<file path="src/rtl/fp16_mul_arbiter.sv">
// fp16_mul_arbiter: round-robin arbiter/sequencer sharing one FP16 multiplier
// between two requesters. Operands and results pass through untouched.
// Optional macro FP16_ARB_TIMEOUT_EN adds a WAIT-state watchdog that aborts
// with an FP16 NaN result and rsp_err=1 after TIMEOUT enabled cycles.
module fp16_mul_arbiter #(
    parameter int TIMEOUT = 16
) (
    input  logic        clk,
    input  logic        rst_n,
    input  logic        ena,
    input  logic [1:0]  req_valid,
    input  logic [15:0] req_a0,
    input  logic [15:0] req_b0,
    input  logic [15:0] req_a1,
    input  logic [15:0] req_b1,
    output logic [1:0]  req_ready,
    output logic [1:0]  rsp_valid,
    output logic [15:0] rsp_data,
    output logic        rsp_err,
    input  logic [1:0]  rsp_ready,
    output logic        mul_start,
    output logic [15:0] mul_a,
    output logic [15:0] mul_b,
    input  logic        mul_done,
    input  logic [15:0] mul_result
);

    localparam logic [15:0] FP16_NAN = 16'h7E00;

    typedef enum logic [1:0] {
        IDLE  = 2'd0,
        ISSUE = 2'd1,
        WAIT  = 2'd2,
        RESP  = 2'd3
    } state_t;

    state_t     state;
    state_t     state_nxt;
    logic [1:0] grant;
    logic       gnt_id;
    logic       last_grant;
    logic       timeout_hit;

`ifdef FP16_ARB_TIMEOUT_EN
    localparam logic [15:0] TIMEOUT_LAST = 16'(TIMEOUT - 1);

    logic [15:0] timeout_cnt;
    logic        rsp_err_q;

    // mul_done has priority over the watchdog when both land in one cycle
    assign timeout_hit = (state == WAIT) && !mul_done && (timeout_cnt == TIMEOUT_LAST);
    assign rsp_err     = rsp_err_q;

    // Watchdog counter (cleared in ISSUE, counts enabled WAIT cycles) and error flag
    always_ff @(posedge clk or negedge rst_n) begin
        if (!rst_n) begin
            timeout_cnt <= '0;
            rsp_err_q   <= 1'b0;
        end else if (ena) begin
            if (state == ISSUE) begin
                timeout_cnt <= '0;
            end else if (state == WAIT) begin
                timeout_cnt <= timeout_cnt + 16'd1;
                if (mul_done) begin
                    rsp_err_q <= 1'b0;
                end else if (timeout_hit) begin
                    rsp_err_q <= 1'b1;
                end
            end
        end
    end
`else
    // Without the watchdog the parameter has no effect; keep it referenced.
    logic unused_timeout;
    assign unused_timeout = (TIMEOUT != 0);
    assign timeout_hit    = 1'b0;
    assign rsp_err        = 1'b0;
`endif

    // State register; ena low freezes the FSM
    always_ff @(posedge clk or negedge rst_n) begin
        if (!rst_n) begin
            state <= IDLE;
        end else if (ena) begin
            state <= state_nxt;
        end
    end

    // Round-robin grant, next-state and handshake outputs
    always_comb begin
        grant     = 2'b00;
        state_nxt = state;
        req_ready = 2'b00;
        mul_start = 1'b0;
        rsp_valid = 2'b00;

        case (req_valid)
            2'b01:   grant = 2'b01;
            2'b10:   grant = 2'b10;
            2'b11:   grant = last_grant ? 2'b01 : 2'b10;
            default: grant = 2'b00;
        endcase

        case (state)
            IDLE: begin
                // rst_n gating keeps req_ready low while reset is held
                req_ready = grant & {2{ena & rst_n}};
                if (grant != 2'b00) begin
                    state_nxt = ISSUE;
                end
            end
            ISSUE: begin
                mul_start = 1'b1;
                state_nxt = WAIT;
            end
            WAIT: begin
                if (mul_done || timeout_hit) begin
                    state_nxt = RESP;
                end
            end
            RESP: begin
                rsp_valid = gnt_id ? 2'b10 : 2'b01;
                if (rsp_ready[gnt_id]) begin
                    state_nxt = IDLE;
                end
            end
            default: state_nxt = IDLE;
        endcase
    end

    // Operand latch on grant, result capture, and round-robin history
    always_ff @(posedge clk or negedge rst_n) begin
        if (!rst_n) begin
            mul_a      <= '0;
            mul_b      <= '0;
            rsp_data   <= '0;
            gnt_id     <= 1'b0;
            last_grant <= 1'b1;
        end else if (ena) begin
            case (state)
                IDLE: begin
                    if (grant != 2'b00) begin
                        gnt_id <= grant[1];
                        mul_a  <= grant[1] ? req_a1 : req_a0;
                        mul_b  <= grant[1] ? req_b1 : req_b0;
                    end
                end
                WAIT: begin
                    if (mul_done) begin
                        rsp_data <= mul_result;
                    end else if (timeout_hit) begin
                        rsp_data <= FP16_NAN;
                    end
                end
                RESP: begin
                    if (rsp_ready[gnt_id]) begin
                        last_grant <= gnt_id;
                    end
                end
                default: ;
            endcase
        end
    end

endmodule

</file>
<file path="config.mk">
export PLATFORM = sky130hd
export DESIGN_NAME = fp16_mul_arbiter
export DESIGN_NICKNAME = d
export VERILOG_FILES = /design/src/rtl/fp16_mul_arbiter.sv
export SDC_FILE = /design/constraint.sdc
export NUM_CORES = 1
export LEC_CHECK = 0
export BUFFER_PORTS_ARGS = -buffer_cell sky130_fd_sc_hd__buf_2
export CAP_MARGIN = 20
export CORE_MARGIN = 5
export CORE_UTILIZATION = 45
export DETAILED_ROUTE_END_ITERATION = 6
export PLACE_DENSITY = 0.81
export SLEW_MARGIN = 20
export SYNTH_ARGS = -nofsm -noshare
export SYNTH_HDL_FRONTEND = slang
export SYNTH_SLANG_ARGS = --single-unit
</file>
<file path="constraint.sdc">
create_clock -name clk -period 2.1 [get_ports clk]
set_input_delay 0.63 -clock clk [delete_from_list [all_inputs] [get_ports clk]]
set_output_delay 0.63 -clock clk [all_outputs]
set_load 0.005 [all_outputs]
</file>
Word level (Yosys, flattened, before mapping)
Index checks and enable logic that the tools add are counted.

cells by class
  $add $sub $neg = 0
  $mul = 0
  divide/modulo/power cells = 0
  magnitude comparators = 1
  eq/ne operators = 9
  shift-type cells = 0
  multiplexer cells = 14
  bitwise logic cells = 2
  reductions and logical operators = 6

operator list
  kind                number
  $mux 16             2
  $mux 2              7
  $reduce_and 3->1    3
  $eq 2x2->1 const B  4
  $pmux 2 s4          1
  $ne 2x2->1 const B  3
  $pmux 2 s3          1
  $eq 2x1->1 const B  2
  $reduce_and 4->1    1
  $mux 1              3
  $and 2x2->2         1
  $logic_not 2->1     1
  $lt 1x2->1 const B  1
  $reduce_bool 2->1   1
  $and 1x1->1         1

word-level totals
  flip-flop bits (word level) = 52
  latch bits = 0
  bits in writable memories = 0
  bits in read-only memories = 0
  bits of input ports = 88
  output and inout bits = 54
  word-level logic and storage cells = 38
  memories kept = 0

Depth between registers and ports, before layout
  depth in word-level cells = 5
  mapped depth = 6
  mapped depth without buffers = 6

Worst setup path after synthesis
No wires, ideal clock.

  path type = input to output
  start point = input port ena
  end point = output port req_ready[0]
  data arrival time = 1.010 ns
  slack = 0.460 ns
  stages on the path = 3
  buffers on the path = 1
  cells stage by stage = buf_4 > nand3_1 > nor2_1

between the ends
  cells in the longest elaborated chain, start to end = 3

ends and longest elaborated chain
  item                RTL line  text
  start: declaration  10        input logic ena,
  $and 1x1->1         107       req_ready = grant & {2{ena & rst_n}};
  $and 2x2->2         107
  $mux 2              104       case (state)
  end: declaration    16        output logic [1:0] req_ready,

No other way between the ends.

Worst setup path in the final report
  start point = register state[0]
  end point = output port req_ready[0]

between the ends
  cells in the longest elaborated chain, start to end = 2

ends and longest elaborated chain
  item                      RTL line  text
  start: declaration        37        state_t state;
  start signal: assignment  85        state <= state_nxt;
  $logic_not 2->1           104
  $mux 2                    104

No other way between the ends.

==> run_results.csv <==
group,metric,value,unit
drt,vias,2075,
critical_path,cp_max_fo,6,
synth,synthArstFlopShare,1.00,
die,start_util,0.468,
die,die_area,7420,um^2
pwr,p_leak,1.77,nW
finish,fin_nets,444,
drt,wirelength,6.45,mm
clock_network,cts_setup_buffers,0,
synth,synth.avg_cell_area,12.4,um^2
drt,route.detailed.drc,0,
clock_network,cts-root-buf,"clkbuf_8",
placed_design,hpwl,4.92,mm
global_routing,grt_overflow_total,0,
pwr,vdd_drop_max,806,uV
sta,fin_tns_setup,0,ns
synth,synthCells,211,
critical_path,cp-end-kind,"output port",
sta,fmax,507,MHz
die,die_width,86.1,um
job,drv_cap,0,
global_routing,antenna_found_initial,0,
critical_path,critPathLaunchType,"register",
pwr,power.density,1150,nW/um^2
sta,hold_violations,0,
clock_network,cts_htree_levels,2,
sta,slew_viol_final,0,
critical_path,cp.required,1.47,ns
hold_path,min_path_type,"input port to asynchronous set/reset pin",
synth,syn_area,2610,um^2
synth,synth_fp_nets,303,
pwr,p_int,0.00259,W
synth,ys_seq_elements,52,
synth,ys_dominant_reg_cell,"dfrtp_1",
clock_network,hold_buffers,0,
placed_design,place_congestion,0.723,
finish,fillers,476,
global_routing,grt_max_degree,53,
finish,syn2layout_area_growth,33.2,%
synth,synth_top_area_share,0.489,
critical_path,worstPathArrival,1.34,ns
outcome,status,"completed",
sta,setup_viol,0,
critical_path,critPathKind,"register to output port",
clock_network,clk_latency,0.29,ns
clock_network,cts_num_sinks,52,
synth,synth-edff-count,0,
die,ios,142,
die,design.core.area,5570,um^2
critical_path,r2r-end,"mul_a[4]",
clock_network,cts_tree,"done",
sta,rsz0062_at_grt,"false",
pwr,p_comb_frac,0.423,
synth,ys_seq_area_frac,0.500,
drt,vias_per_cell,4.88,
critical_path,reg2reg_slack,0.44,ns
sta,min_period,1.97,ns
drt,dr.pass1.iters,4,
sta,post-route-period-util,0.939,
critical_path,rr_worst_depth,5,
pwr,seqPwrFrac,0.430,
synth,synth_top_area_cell,"dfrtp_1",
die,die_y,86.1,um
pwr,p_clk_frac,0.147,
global_routing,grt_use_total,0.176,
clock_network,clk_pin_slew,0.10,ns
drt,ant_nets,0,
global_routing,grt_pass1_wl,10.4,mm
sta,slew_headroom,0.566,
drt,dr.first_iter.drc_count,43,
finish,drive_gt1_frac,0.618,
clock_network,cts_buffers,5,
drt,wl_per_cell,15.2,um
placed_design,numPortBuffers,140,
finish,n_antenna_cell,0,
synth,synth_area_leaders,"dfrtp_1, o22ai_2, a21oi_2",
global_routing,first_global_vias,2226,
sta,clock_skew,0.00959,ns
clock_network,cts.path.max_buffers,2,
die,num_rows,27,
synth,yosysWarnings,0,
finish,utilization,0.623,
sta,tightest_slew,0.651,ns
pwr,switching_share,0.351,
critical_path,r2r_start,"last_grant",
synth,ys_types,28,
pwr,switchingPower,0.00140,W
[kinds of logic (layout without fill, tap and decap cells)]
group | count (synthesis) | count (layout) | share of synthesized area
AOI/OAI and AO/OA | 72 | 72 | 0.277
and+or+nand+nor | 16 | 16 | 0.0360
buffers and inverters | 48 | 190 | 0.0897
adders and majority gates | 4 | 4 | 0.0192
DFF | 52 | 52 | 0.500
other | 1 | 1 | 0.00144
muxes | 18 | 18 | 0.0773
[how the worst max path moves through the flow]
stage / from / endpoint / slack [ns] / cells past startpoint
after CTS: state[0] / req_ready[0] / 0.02 / 5
after floorplan: ena / req_ready[0] / 0.46 / 3
final: state[0] / req_ready[0] / 0.13 / 5
after global placement: ena / req_ready[1] / 0.28 / 4
after global routing: state[0] / req_ready[0] / 0.02 / 5
after detailed placement: ena / req_ready[0] / 0.25 / 4
[placed cells by master (no fill, tap or decap), drive strengths merged, types with 2 or more instances in the layout]
| cell type | n |
|---|---|
| dfrtp | 51 |
| o22ai | 32 |
| a21oi | 34 |
| mux2 | 17 |
| nand2 | 3 |
| clkbuf | 8 |
| nor2b | 2 |
| nor2 | 5 |
| nand3 | 4 |
| ha | 4 |
| buf | 146 |
| inv | 36 |
[power groups by stage]
stage               Combinational (W)  Clock (W)  Sequential (W)
floorplan                    0.000890          0         0.00176
global placement              0.00164          0         0.00171
detailed placement            0.00170          0         0.00174
CTS                           0.00170   0.000596         0.00172
global route                  0.00189   0.000642         0.00178
finish                        0.00169   0.000586         0.00172
[registers in the layout (all words and copies together), names as in the netlist]
signal / cells
mul_a: 16
mul_b: 16
rsp_data: 16
state: 2
gnt_id: 1
last_grant: 1
[layer usage]
metal | up-vias | GRT usage | part of all wire
met1 | 986 | 0.194 | 0.38
met5 | - | 0 | 0
met3 | 11 | 0.0279 | 0.064
met4 | 0 | 0.0633 | 0.017
met2 | 73 | 0.338 | 0.54
li1 | 1005 | - | -
[cell usage after synthesis, drive strengths merged (2+ instances only)]
cell type / n
a21oi: 34
buf: 12
dfrtp: 51
ha: 4
inv: 36
mux2: 17
nand2: 3
nand3: 4
nor2: 5
nor2b: 2
o22ai: 32
[through the flow]
stage          cell area, um^2  instances  total power [W]  worst slack, ns  hold slack [ns]
6_report                  3470        425          0.00399            0.128            0.472
5_1_grt                   3470        425          0.00431           0.0191            0.527
4_1_cts                   3460        425          0.00402           0.0209            0.496
3_5_place_dp              3370        417          0.00343            0.255            0.475
3_3_place_gp              3370        417          0.00335            0.278            0.468
2_1_floorplan             2610        211          0.00265            0.460            0.334
[final cells by class]
cell class                 instances  area, um^2  share of cell area
sequential                        52        1300               0.375
clock buffer                       8        90.1              0.0259
timing repair buffer             146         771               0.222
multi-input combinational        111        1080               0.312
inverter                          36         135              0.0389
tap                               72        90.1              0.0259
[critical path, stage by stage (launching register included)]
cell	delay [ns]
dfrtp_1	0.42
inv_2	0.10
ha_4	0.18
nand3_1	0.11
nor2_1	0.12
buf_2	0.12
[timing repair]
action | 4_1_cts | 5_1_grt
endpoints found under the setup margin | 2 | 2
pin swaps | 0 | 0
gates resized for setup | 1 | 3
Power figures use the tool's default switching activity.
